`src/rtl/mem_access_stage.sv`:
```
// MEM stage: EX/MEM in, registered MEM/WB out, one bus access in flight.
// Ports: EX/MEM inputs, req/ack data bus, MEM/WB outputs, fault pulses.
module mem_access_stage #(
  parameter int TIMEOUT_CYCLES = 1023
) (
  input  logic        clk,
  input  logic        rst,
  input  logic        in_valid,
  input  logic [31:0] in_pc,
  input  logic [31:0] in_alu_result,
  input  logic [31:0] in_rs2_data,
  input  logic [4:0]  in_rd,
  input  logic        in_reg_write,
  input  logic        in_mem_read,
  input  logic        in_mem_write,
  input  logic [1:0]  in_mem_width,
  input  logic        in_mem_unsigned,
  output logic        mem_stall,
  output logic        bus_req,
  output logic        bus_we,
  output logic [31:0] bus_addr,
  output logic [31:0] bus_wdata,
  output logic [3:0]  bus_be,
  input  logic        bus_ack,
  input  logic [31:0] bus_rdata,
  output logic        wb_valid,
  output logic [31:0] wb_pc,
  output logic [4:0]  wb_rd,
  output logic        wb_reg_write,
  output logic [31:0] wb_data,
  output logic        mem_misalign,
  output logic        mem_bus_error,
  output logic [31:0] mem_fault_addr
);

  localparam int CW = $clog2(TIMEOUT_CYCLES + 1);

  typedef enum logic {S_IDLE, S_WAIT} state_t;

  state_t          state, state_d;
  logic [CW-1:0]   cnt;
  logic [1:0]      off;
  logic            is_mem, is_byte, is_half, is_word;
  logic            misal, timeout;
  logic [3:0]      be_d;
  logic [31:0]     wdata_d, shifted, load_val;

  always_comb begin
    off     = in_alu_result[1:0];
    is_mem  = in_valid & (in_mem_read | in_mem_write);
    is_word = in_mem_width[1];
    is_half = (in_mem_width == 2'b01);
    is_byte = (in_mem_width == 2'b00);
    misal   = (is_half & off[0]) | (is_word & (off != 2'b00));
    be_d    = 4'b1111;
    wdata_d = in_rs2_data;
    unique case (1'b1)
      is_byte: begin
        be_d    = 4'b0001 << off;
        wdata_d = {4{in_rs2_data[7:0]}};
      end
      is_half: begin
        be_d    = 4'b0011 << off;
        wdata_d = {2{in_rs2_data[15:0]}};
      end
      default: ;
    endcase
    shifted  = bus_rdata >> {off, 3'b000};
    load_val = bus_rdata;
    unique case (1'b1)
      is_byte:
        load_val = {{24{~in_mem_unsigned & shifted[7]}},
                    shifted[7:0]};
      is_half:
        load_val = {{16{~in_mem_unsigned & shifted[15]}},
                    shifted[15:0]};
      default: ;
    endcase
    // An ack in the final counted cycle still wins over the timeout.
    timeout = (state == S_WAIT) & ~bus_ack
            & (cnt == CW'(TIMEOUT_CYCLES));
  end

  always_comb begin
    state_d   = state;
    mem_stall = 1'b0;
    unique case (state)
      S_IDLE: begin
        if (is_mem & ~misal) begin
          mem_stall = 1'b1;
          state_d   = S_WAIT;
        end
      end
      S_WAIT: begin
        mem_stall = ~bus_ack;
        if (bus_ack | timeout)
          state_d = S_IDLE;
      end
      default: state_d = S_IDLE;
    endcase
  end

  always_ff @(posedge clk) begin
    if (rst)
      state <= S_IDLE;
    else
      state <= state_d;
  end

  always_ff @(posedge clk) begin
    if (rst) begin
      cnt            <= '0;
      bus_req        <= 1'b0;
      bus_we         <= 1'b0;
      bus_addr       <= '0;
      bus_wdata      <= '0;
      bus_be         <= '0;
      wb_valid       <= 1'b0;
      wb_pc          <= '0;
      wb_rd          <= '0;
      wb_reg_write   <= 1'b0;
      wb_data        <= '0;
      mem_misalign   <= 1'b0;
      mem_bus_error  <= 1'b0;
      mem_fault_addr <= '0;
    end else begin
      mem_misalign  <= 1'b0;
      mem_bus_error <= 1'b0;
      unique case (state)
        S_IDLE: begin
          wb_pc   <= in_pc;
          wb_rd   <= in_rd;
          wb_data <= in_alu_result;
          if (!in_valid) begin
            wb_valid     <= 1'b0;
            wb_reg_write <= 1'b0;
          end else if (!is_mem) begin
            wb_valid     <= 1'b1;
            wb_reg_write <= in_reg_write;
          end else if (misal) begin
            wb_valid       <= 1'b1;
            wb_reg_write   <= 1'b0;
            mem_misalign   <= 1'b1;
            mem_fault_addr <= in_alu_result;
          end else begin
            wb_valid     <= 1'b0;
            wb_reg_write <= 1'b0;
            bus_req      <= 1'b1;
            bus_we       <= in_mem_write;
            bus_addr     <= {in_alu_result[31:2], 2'b00};
            bus_be       <= be_d;
            bus_wdata    <= wdata_d;
            cnt          <= '0;
          end
        end
        S_WAIT: begin
          wb_pc <= in_pc;
          wb_rd <= in_rd;
          if (bus_ack) begin
            bus_req      <= 1'b0;
            wb_valid     <= 1'b1;
            wb_reg_write <= in_mem_read & in_reg_write;
            wb_data      <= in_mem_read ? load_val : 32'd0;
          end else if (timeout) begin
            bus_req        <= 1'b0;
            wb_valid       <= 1'b1;
            wb_reg_write   <= 1'b0;
            wb_data        <= 32'd0;
            mem_bus_error  <= 1'b1;
            mem_fault_addr <= in_alu_result;
          end else begin
            cnt <= cnt + 1'b1;
          end
        end
        default: ;
      endcase
    end
  end

endmodule

```
`config.mk`:
```
export PLATFORM = sky130hd
export DESIGN_NAME = mem_access_stage
export DESIGN_NICKNAME = d
export VERILOG_FILES = /design/src/rtl/mem_access_stage.sv
export SDC_FILE = /design/constraint.sdc
export NUM_CORES = 1
export LEC_CHECK = 0
export BUFFER_PORTS_ARGS = -buffer_cell sky130_fd_sc_hd__buf_2
export CAP_MARGIN = 10
export CORE_MARGIN = 1.5
export CORE_UTILIZATION = 48
export DETAILED_ROUTE_END_ITERATION = 8
export HOLD_SLACK_MARGIN = 0.15
export PLACE_DENSITY = 0.8
export SLEW_MARGIN = 10
export SYNTH_ARGS = -nofsm -noshare
export SYNTH_HDL_FRONTEND = slang
export SYNTH_SLANG_ARGS = --single-unit
```
`constraint.sdc`:
```
create_clock -name clk -period 2.2 [get_ports clk]
set_input_delay 0.11 -clock clk [delete_from_list [all_inputs] [get_ports clk]]
set_output_delay 0.11 -clock clk [all_outputs]
set_load 0.1 [all_outputs]
```
* Yosys cells after proc, flatten, opt, wreduce, memory -nomap -nowiden
Index checks and enable logic that the tools add are counted.
Word-level totals: logic and storage cells 95, bits in registers 184, output and inout bits 176
Operators by class: bitwise operators 18, add/subtract/negate cells 1, shift-type cells 3, reduce and logical (&&, ||, !) cells 8, multiplexer cells 40, equal/unequal tests 10
Operators by type and width (count):
- $mux W32 | 8
- $pmux W32 S2 | 4
- $mux W10 | 5
- $shr A32 B5 Y16 | 1
- $pmux W10 S2 | 1
- $mux W1 | 16
- $ne A2 B2 Y1 const B | 6
- $add A10 B1 Y10 const B | 1
- $eq A10 B10 Y1 const B | 1
- $pmux W1 S2 | 5
- $reduce_and A5 Y1 | 2
- $and A1 B1 Y1 | 9
- $pmux W4 S2 | 1
- $reduce_and A4 Y1 | 2
- $not A1 Y1 | 6
- $reduce_or A4 Y1 | 1
- $shl A1 B2 Y4 const A | 1
- $shl A2 B2 Y4 const A | 1
- $ne A3 B2 Y1 const B | 1
- $or A1 B1 Y1 | 3
- $reduce_or A3 Y1 | 1
- $eq A2 B1 Y1 const B | 1
- $logic_not A2 Y1 | 1
- $ne A2 B1 Y1 const B | 1
- $reduce_bool A2 Y1 | 1

* Longest topological paths before layout
Gate-level depths: netlist (run 1).
depth after elaboration 7, mapped depth 8, gate-level depth less buffers 5

* Worst setup path before layout (run 1)
Ideal clock, no wire load.
kind reg2reg, from reg state, to reg cnt[3], clock period less this slack 1.998 ns, path buffers 1, arrival 1.876 ns, stages on the path, launching flop included 7, slack 0.202 ns, setup time 0.121 ns, required time 2.079 ns, cell sequence dfxtp_1 -> nor2b_2 -> a41oi_4 -> buf_2 -> inv_1 -> nand3_1 -> mux2i_1
Between the ends: longest elaborated chain between the ends 4, elaborated cells on any way between the ends 10, classes of those cells eq/ne (5); mux (1); bitwise (3); reduce/logical (1)
RTL lines:
- start, declared | line 40 | state_t state, state_d;
- start signal, assigned | line 107 | state <= state_d;
- $and A1 B1 Y1 | line 80 | timeout = (state == S_WAIT) & ~bus_ack
- $and A1 B1 Y1 | line 81 | & (cnt == CW'(TIMEOUT_CYCLES));
- $ne A2 B2 Y1 (no line)
- $reduce_and A5 Y1 (no line)
- end signal, assigned | line 172 | cnt <= cnt + 1'b1;
- end, declared | line 41 | logic [CW-1:0] cnt;
Several ways; a longest one is shown, not always the timed one. A chain may end at the register's enable or synchronous reset.

* Worst setup path after layout (run 1)
from in in_alu_result[1], to reg bus_wdata[30]
Between the ends: longest elaborated chain between the ends 5
RTL lines:
- start, declared | line 10 | input logic [31:0] in_alu_result,
- $reduce_bool A2 Y1 | line 54 | misal = (is_half & off[0]) | (is_word & (off != 2'b00));
- $and A1 B1 Y1 | line 54
- $or A1 B1 Y1 | line 54
- $not A1 Y1 (no line)
- $reduce_and A4 Y1 (no line)
- end signal, assigned | line 152 | bus_wdata <= wdata_d;
- end, declared | line 22 | output logic [31:0] bus_wdata,
No other way between the ends.

==> out/metrics.cfg, run 1 <==
[worst_setup_path]
reg2reg_slack_ns = 0.15
worstSetupPathType = in -> reg
crit_path_start_kind = primary input
path_max_fanout = 66
critPathLaunch = in_alu_result[1]
cp-end-kind = register
worst_r2r_startpoint = state
worstPathArrival_ns = 2.47
r2r_cells = 6
required_ns = 2.55

[logic_synthesis]
avgSynthCellArea_sq_um = 8.89
synthTopCellsByArea = dfxtp_1, a21oi_1, nand2_1, mux2i_1, nor2b_1
ys_types = 66
synth_area_sq_um = 7740
ys_seq_area_frac = 0.476
synth_seq_cells = 184
synth_top_area_frac = 0.476
ys.flop_type = dfxtp_1
synth-edff-count = 0
synthArstFlopShare = 0
synth_top_area_cell = dfxtp_1
syn-instance-count = 871
ys_warn_count = 0

[power_and_ir_drop]
p_sw_mw = 3.41
power_density_nw_per_um2 = 828
leakagePower_nw = 5.12
p_comb_frac = 0.273
worst_ir_drop_vdd_v = 0.000554
p_int_mw = 6.13
p_seq_frac = 0.377
clkPwrFrac = 0.350
netSwitchingFraction = 0.357

[cts]
cts_buffers = 17
insertion_delay_ns = 0.43
cts_tree = built
cts-root-buf = clkbuf_16
clock-sinks = 184
htree_levels = 4
cts_buffer_depth = 2
path_clk_slew_ns = 0.07

[placed_design]
place_congestion = 0.874
dp_hpwl_um = 17800
io_buffers = 316

[global_route]
grt_pass1_wl_um = 41800
grt_max_degree = 89
overflow = 0
antenna_found_initial = 2
track_usage = 0.322
grt_pass1_vias = 7981

[cells_and_area]
drive_gt1_frac = 0.307
fin_nets = 1442
postLayoutCoreUtil = 0.727
syn_to_final_growth_pct = 48.7

[flow_run]
maxCapViolations = 0

[routing]
first_iter_violations = 844
num_vias = 8548
detail-route-antenna-nets = 0
remaining_drc_errors = 0
avgViaCountPerCell = 5.59
wl_per_cell_um = 18.4
drt_wl_total_um = 28200
first_pass_iters = 6

[sta]
period_needed_ns = 2.11
report.final.slew_viol_count = 0
worstMarginPinSlew_ns = 0.536
finalHoldViolations = 0
period_share = 0.959
slew_headroom = 0.642
fmax_mhz = 474
tns_ns = 0
finClkSkew_ns = 0.0111
finalSetupViolations = 0
rsz0062_at_grt = no

[floorplanning]
core-area_sq_um = 15800
die_w_um = 130
die_area_sq_um = 16900
ios = 319
die_h_um = 130
num_rows = 46
start_util = 0.489

[status]
outcome = finished, final reports clean

[hold_path]
hp-class = in -> reg
whs_path_depth = 3
worst_hold_startpoint = bus_rdata[23]

[state kept, by name (all words and copies together), names as in the netlist]
register,count
bus_wdata,32
mem_fault_addr,32
wb_data,32
wb_pc,32
bus_addr,30
cnt,10
wb_rd,5
bus_be,4
bus_req,1
bus_we,1
mem_bus_error,1
mem_misalign,1
state,1
wb_reg_write,1
wb_valid,1
[per-layer routing]
layer / up-vias / global-route usage / share of wire
li1: 3981 / - / -
met1: 3950 / 0.402 / 0.39
met2: 493 / 0.515 / 0.47
met3: 122 / 0.0697 / 0.085
met4: 2 / 0.189 / 0.051
met5: - / 0 / 0.00046
[what timing repair did]
| action | 4_1_cts | 5_1_grt |
|---|---|---|
| endpoints found under the hold margin | 169 | 0 |
| hold buffers | 141 | 0 |
| resized for setup | 0 | 4 |
| setup endpoints to repair | 0 | 17 |
| buffers inserted | 0 | 6 |
[synthesized netlist by cell type, drive strengths merged, types with 3 or more instances]
| cell | n |
|---|---|
| dfxtp | 184 |
| nand2 | 118 |
| a21oi | 103 |
| nor2 | 56 |
| o21ai | 47 |
| clkbuf | 43 |
| nor2b | 41 |
| buf | 39 |
| nand3 | 38 |
| a211oi | 32 |
| mux2i | 28 |
| a311oi | 18 |
| a221oi | 17 |
| nand2b | 15 |
| o211ai | 9 |
| a22oi | 8 |
| a2bb2oi | 7 |
| o221ai | 7 |
| o2bb2ai | 7 |
| o31ai | 6 |
| or4 | 5 |
| nand4 | 4 |
| nor3 | 4 |
| nor4 | 4 |
| and3 | 3 |
| inv | 3 |
[critical path, cell delays in order]
cell,delay [ns]
dlygate4sd3_1,0.54
clkbuf_4,0.21
nand2_1,0.18
and4_4,0.28
buf_16,0.26
o211ai_1,0.14
dlygate4sd3_1,0.59
a21oi_1,0.13
[through the flow]
step	power, mW	std cells	hold slack [ns]	setup WS (ns)	cell area [sq um]
final	9.54	1529	0.166	0.0895	11500
after global routing	9.82	1528	0.191	0.0103	11500
after CTS	9.50	1521	0.151	0.0840	11400
after detailed placement	6.01	1348	0.324	0.289	9390
after global placement	5.99	1348	0.316	0.383	9390
after floorplan	5.52	872	0.238	0.202	7740
[layout make-up]
cell class | instances | area (sq um)
fill | 1140 | 4320
sequential | 184 | 3680
multi-input combinational | 602 | 3620
timing repair buffer | 489 | 3270
clock buffer | 20 | 457
tap | 216 | 270
clock inverter | 12 | 186
inverter | 4 | 15.0
antenna | 2 | 5.00
[kinds of logic (layout without fill, tap and decap cells)]
group           after synthesis  after routing  share of synthesized area
compound gates              272            272                      0.236
fa+ha+maj                     1              1                    0.00162
buf+inv                      86            525                     0.0592
flops                       184            184                      0.476
mux                          30             30                     0.0406
other cells                   1              4                   0.000485
simple gates                297            297                      0.186
[placed cells by master, fill, tap and decap left out, drive strengths merged, types with 21 or more instances in the layout]
| cell type | instances |
|---|---|
| o21ai | 47 |
| clkbuf | 21 |
| nand3 | 38 |
| a21oi | 103 |
| a211oi | 32 |
| dlygate4sd3 | 141 |
| nand2 | 118 |
| nor2 | 56 |
| nor2b | 41 |
| buf | 347 |
| dfxtp | 184 |
| mux2i | 28 |
[path summary, 6_finish.rpt]
kind,end
min,wb_data[23]
min reg2reg,bus_wdata[25]
max,bus_wdata[30]
max reg2reg,bus_wdata[30]
[power by group through the flow]
stage               clock (mW)  combinational [mW]  sequential (mW)
floorplan                    0               0.564             4.95
finish                    3.33                2.60             3.60
global placement             0                2.33             3.66
detailed placement           0                2.35             3.67
global route              3.50                2.71             3.62
CTS                       3.36                2.55             3.59
No activity file was read; power rests on OpenSTA's default activity.
==> run 2: changes to the inputs <==
--- a/config.mk
+++ b/config.mk
@@ -7,11 +7,14 @@
 export LEC_CHECK = 0
 export BUFFER_PORTS_ARGS = -buffer_cell sky130_fd_sc_hd__buf_2
 export CAP_MARGIN = 10
+export CELL_PAD_IN_SITES_DETAIL_PLACEMENT = 1
+export CELL_PAD_IN_SITES_GLOBAL_PLACEMENT = 1
+export CORE_ASPECT_RATIO = 0.5
 export CORE_MARGIN = 1.5
-export CORE_UTILIZATION = 48
+export CORE_UTILIZATION = 35
 export DETAILED_ROUTE_END_ITERATION = 8
 export HOLD_SLACK_MARGIN = 0.15
-export PLACE_DENSITY = 0.8
+export PLACE_DENSITY_LB_ADDON = 0.1
 export SLEW_MARGIN = 10
 export SYNTH_ARGS = -nofsm -noshare
 export SYNTH_HDL_FRONTEND = slang
==> run 2 against run 1 <==
Net effect: global-route usage shrank 3.0 points; via count down 2.3%; clock skew barely moved; worst hold slack got worse by 0.0091 ns; critical endpoint is now bus_wdata[11].
==> out/metrics.cfg, run 2 (synthesis gave the netlist of run 1 again) <==
[cts]
path_clk_slew_ns = 0.07  ; about the same
cts-root-buf = clkbuf_16
insertion_delay_ns = 0.46  ; +0.03 ns
cts_buffer_depth = 2  ; unchanged
cts_buffers = 17  ; unchanged
cts_tree = built
htree_levels = 4  ; unchanged
clock-sinks = 184  ; unchanged

[floorplanning]
die_w_um = 213  ; +64%
die_area_sq_um = 23100  ; +37%
num_rows = 38  ; -17%
core-area_sq_um = 21700  ; +37%
start_util = 0.357  ; -0.132
die_h_um = 108  ; -17%
ios = 319  ; unchanged

[sta]
slew_headroom = 0.568  ; -0.0743
worstMarginPinSlew_ns = 0.648  ; +0.112 ns
finalHoldViolations = 0  ; unchanged
tns_ns = 0  ; unchanged
rsz0062_at_grt = no
period_needed_ns = 2.07  ; -0.0396 ns
period_share = 0.941  ; -0.0180
fmax_mhz = 483  ; +1.9%
report.final.slew_viol_count = 0  ; unchanged
finalSetupViolations = 0  ; unchanged
finClkSkew_ns = 0.0112  ; +0.0000875 ns

[global_route]
met1_usage = 0.371  ; -0.0311
grtUsageMet2 = 0.493  ; -0.0215
grt_pass1_wl_um = 50800  ; +22%
track_usage = 0.292  ; -0.0297
grt_pass1_vias = 8744  ; +9.6%
antenna_found_initial = 1  ; -1
grt_max_degree = 80  ; -10%
overflow = 0  ; unchanged
met3_usage = 0.0598  ; -0.00987
grt-busiest-layer = met2

[routing]
avgViaCountPerCell = 5.22  ; -6.7%
drt_wl_total_um = 33700  ; +20%
detail-route-antenna-nets = 0  ; unchanged
num_vias = 8350  ; -2.3%
first_pass_iters = 5  ; -1
remaining_drc_errors = 0  ; unchanged
wl_per_cell_um = 21.1  ; +14%
first_iter_violations = 591  ; -30%

[cells_and_area]
drive_gt1_frac = 0.306  ; about the same
layout_common_cells = buf_2, dfxtp_1, dlygate4sd3_1
fillers = 2621  ; +130%
fin_nets = 1430  ; -0.83%
fin_cells = 1600  ; +4.6%
syn_to_final_growth_pct = 47.7
layout_commonest_cell = buf_2

[worst_setup_path]
crit_path_start_kind = primary input
worstPathArrival_ns = 2.41  ; -0.06 ns
cp-end-kind = register
path_max_fanout = 43  ; -35%
path_delay_family = buffers and inverters
crit_path_max_incr_delay_ns = 0.54  ; -0.05 ns
critical_path_buf_inv_count = 4  ; unchanged
required_ns = 2.54  ; about the same
worstSetupPathType = in -> reg
cp_slowest_cell = dlygate4sd3_1
crit_chain = dlygate4sd3_1 -> buf_2 -> buf_4 -> nand2_1 -> and4_4 -> buf_12 -> nor2_1 -> a311oi_1

[placed_design]
dp.cells = 1434  ; +6.4%
io_buffers = 316  ; unchanged
place_congestion = 0.821  ; -6.0%
dp_hpwl_um = 21700  ; +22%

[power_and_ir_drop]
worst_ir_drop_vdd_v = 0.000551  ; -0.41%
power_density_nw_per_um2 = 810  ; -2.2%
leakagePower_nw = 5.01  ; -2.3%

[flow_run]
maxCapViolations = 0  ; unchanged

[status]
outcome = finished, final reports clean

[hold_path]
hp-class = in -> reg

run 2: changes by cell type in the layout (fill, tap and decap cells not counted), moves of 2 or more:
cell | previous run | this run
dlygate4sd3_1 | 141 | 132
buf_4 | 30 | 25
buf_12 | 1 | 4
bufinv_16 | 4 | 1
clkinv_4 | 1 | 4
clkinv_2 | 1 | 3
run 2: path summary, 6_finish.rpt:
path | from | endpoint | slack [ns] | depth (start not counted)
hold / removal | bus_rdata[15] | wb_data[15] | 0.16 | 4
setup / recovery | in_alu_result[1] | bus_wdata[11] | 0.13 | 8
hold reg to reg | bus_wdata[4] | bus_wdata[4] | 0.45 | 2
setup reg to reg | state | cnt[7] | 0.19 | 6
run 2: area by class of cell:
type / instances / area [sq um] / area share
flip-flops and latches: 184 / 3680 / 0.322
multi-input cells: 602 / 3610 / 0.316
repair buffers: 477 / 3180 / 0.278
clock buffers: 19 / 443 / 0.0387
well taps: 300 / 375 / 0.0328
clock inverters: 13 / 121 / 0.0106
inverters: 4 / 15.0 / 0.00131
diodes: 1 / 2.50 / 0.000219
run 2: worst reg2reg max path, delay by kind of cell (launching register included):
kind / cells / cell delay (ns)
AND/OR/NAND/NOR: 2 / 0.78
buffers and inverters: 2 / 0.43
flip-flops: 1 / 0.50
AO/OA/AOI/OAI: 2 / 0.22
run 2: routing by layer:
metal  part of all wire  vias to the layer above
met5                  0                        -
li1                   -                     3956
met1               0.45                     4174
met4              0.017                        0
met3              0.047                       37
met2               0.49                      183
run 2: what timing repair did:
action,4_1_cts,5_1_grt
setup endpoints to repair,1,1
buffers inserted,1,0
endpoints found under the hold margin,169,0
hold buffers,132,0
resized for setup,0,1
pin swaps,0,0
run 2: where the power goes:
part	leakage (nW)	internal, mW	switching [mW]
clock network	0.274	1.60	1.43
logic	3.22	0.620	2.00
registers	1.51	3.51	0.0919
total	5.01	5.73	3.53
run 2: stage by stage:
step | worst slack [ns] | power [mW] | area (sq um) | utilization | hold slack (ns)
3_3_place_gp | 0.410 | 6.04 | 9540 | 0.440 | 0.317
6_report | 0.129 | 9.26 | 11400 | 0.527 | 0.157
2_1_floorplan | 0.202 | 5.52 | 7740 | - | 0.238
3_5_place_dp | 0.295 | 6.07 | 9540 | 0.440 | 0.326
4_1_cts | 0.00538 | 9.28 | 11400 | 0.527 | 0.150
5_1_grt | 0.0391 | 9.61 | 11400 | 0.527 | 0.190
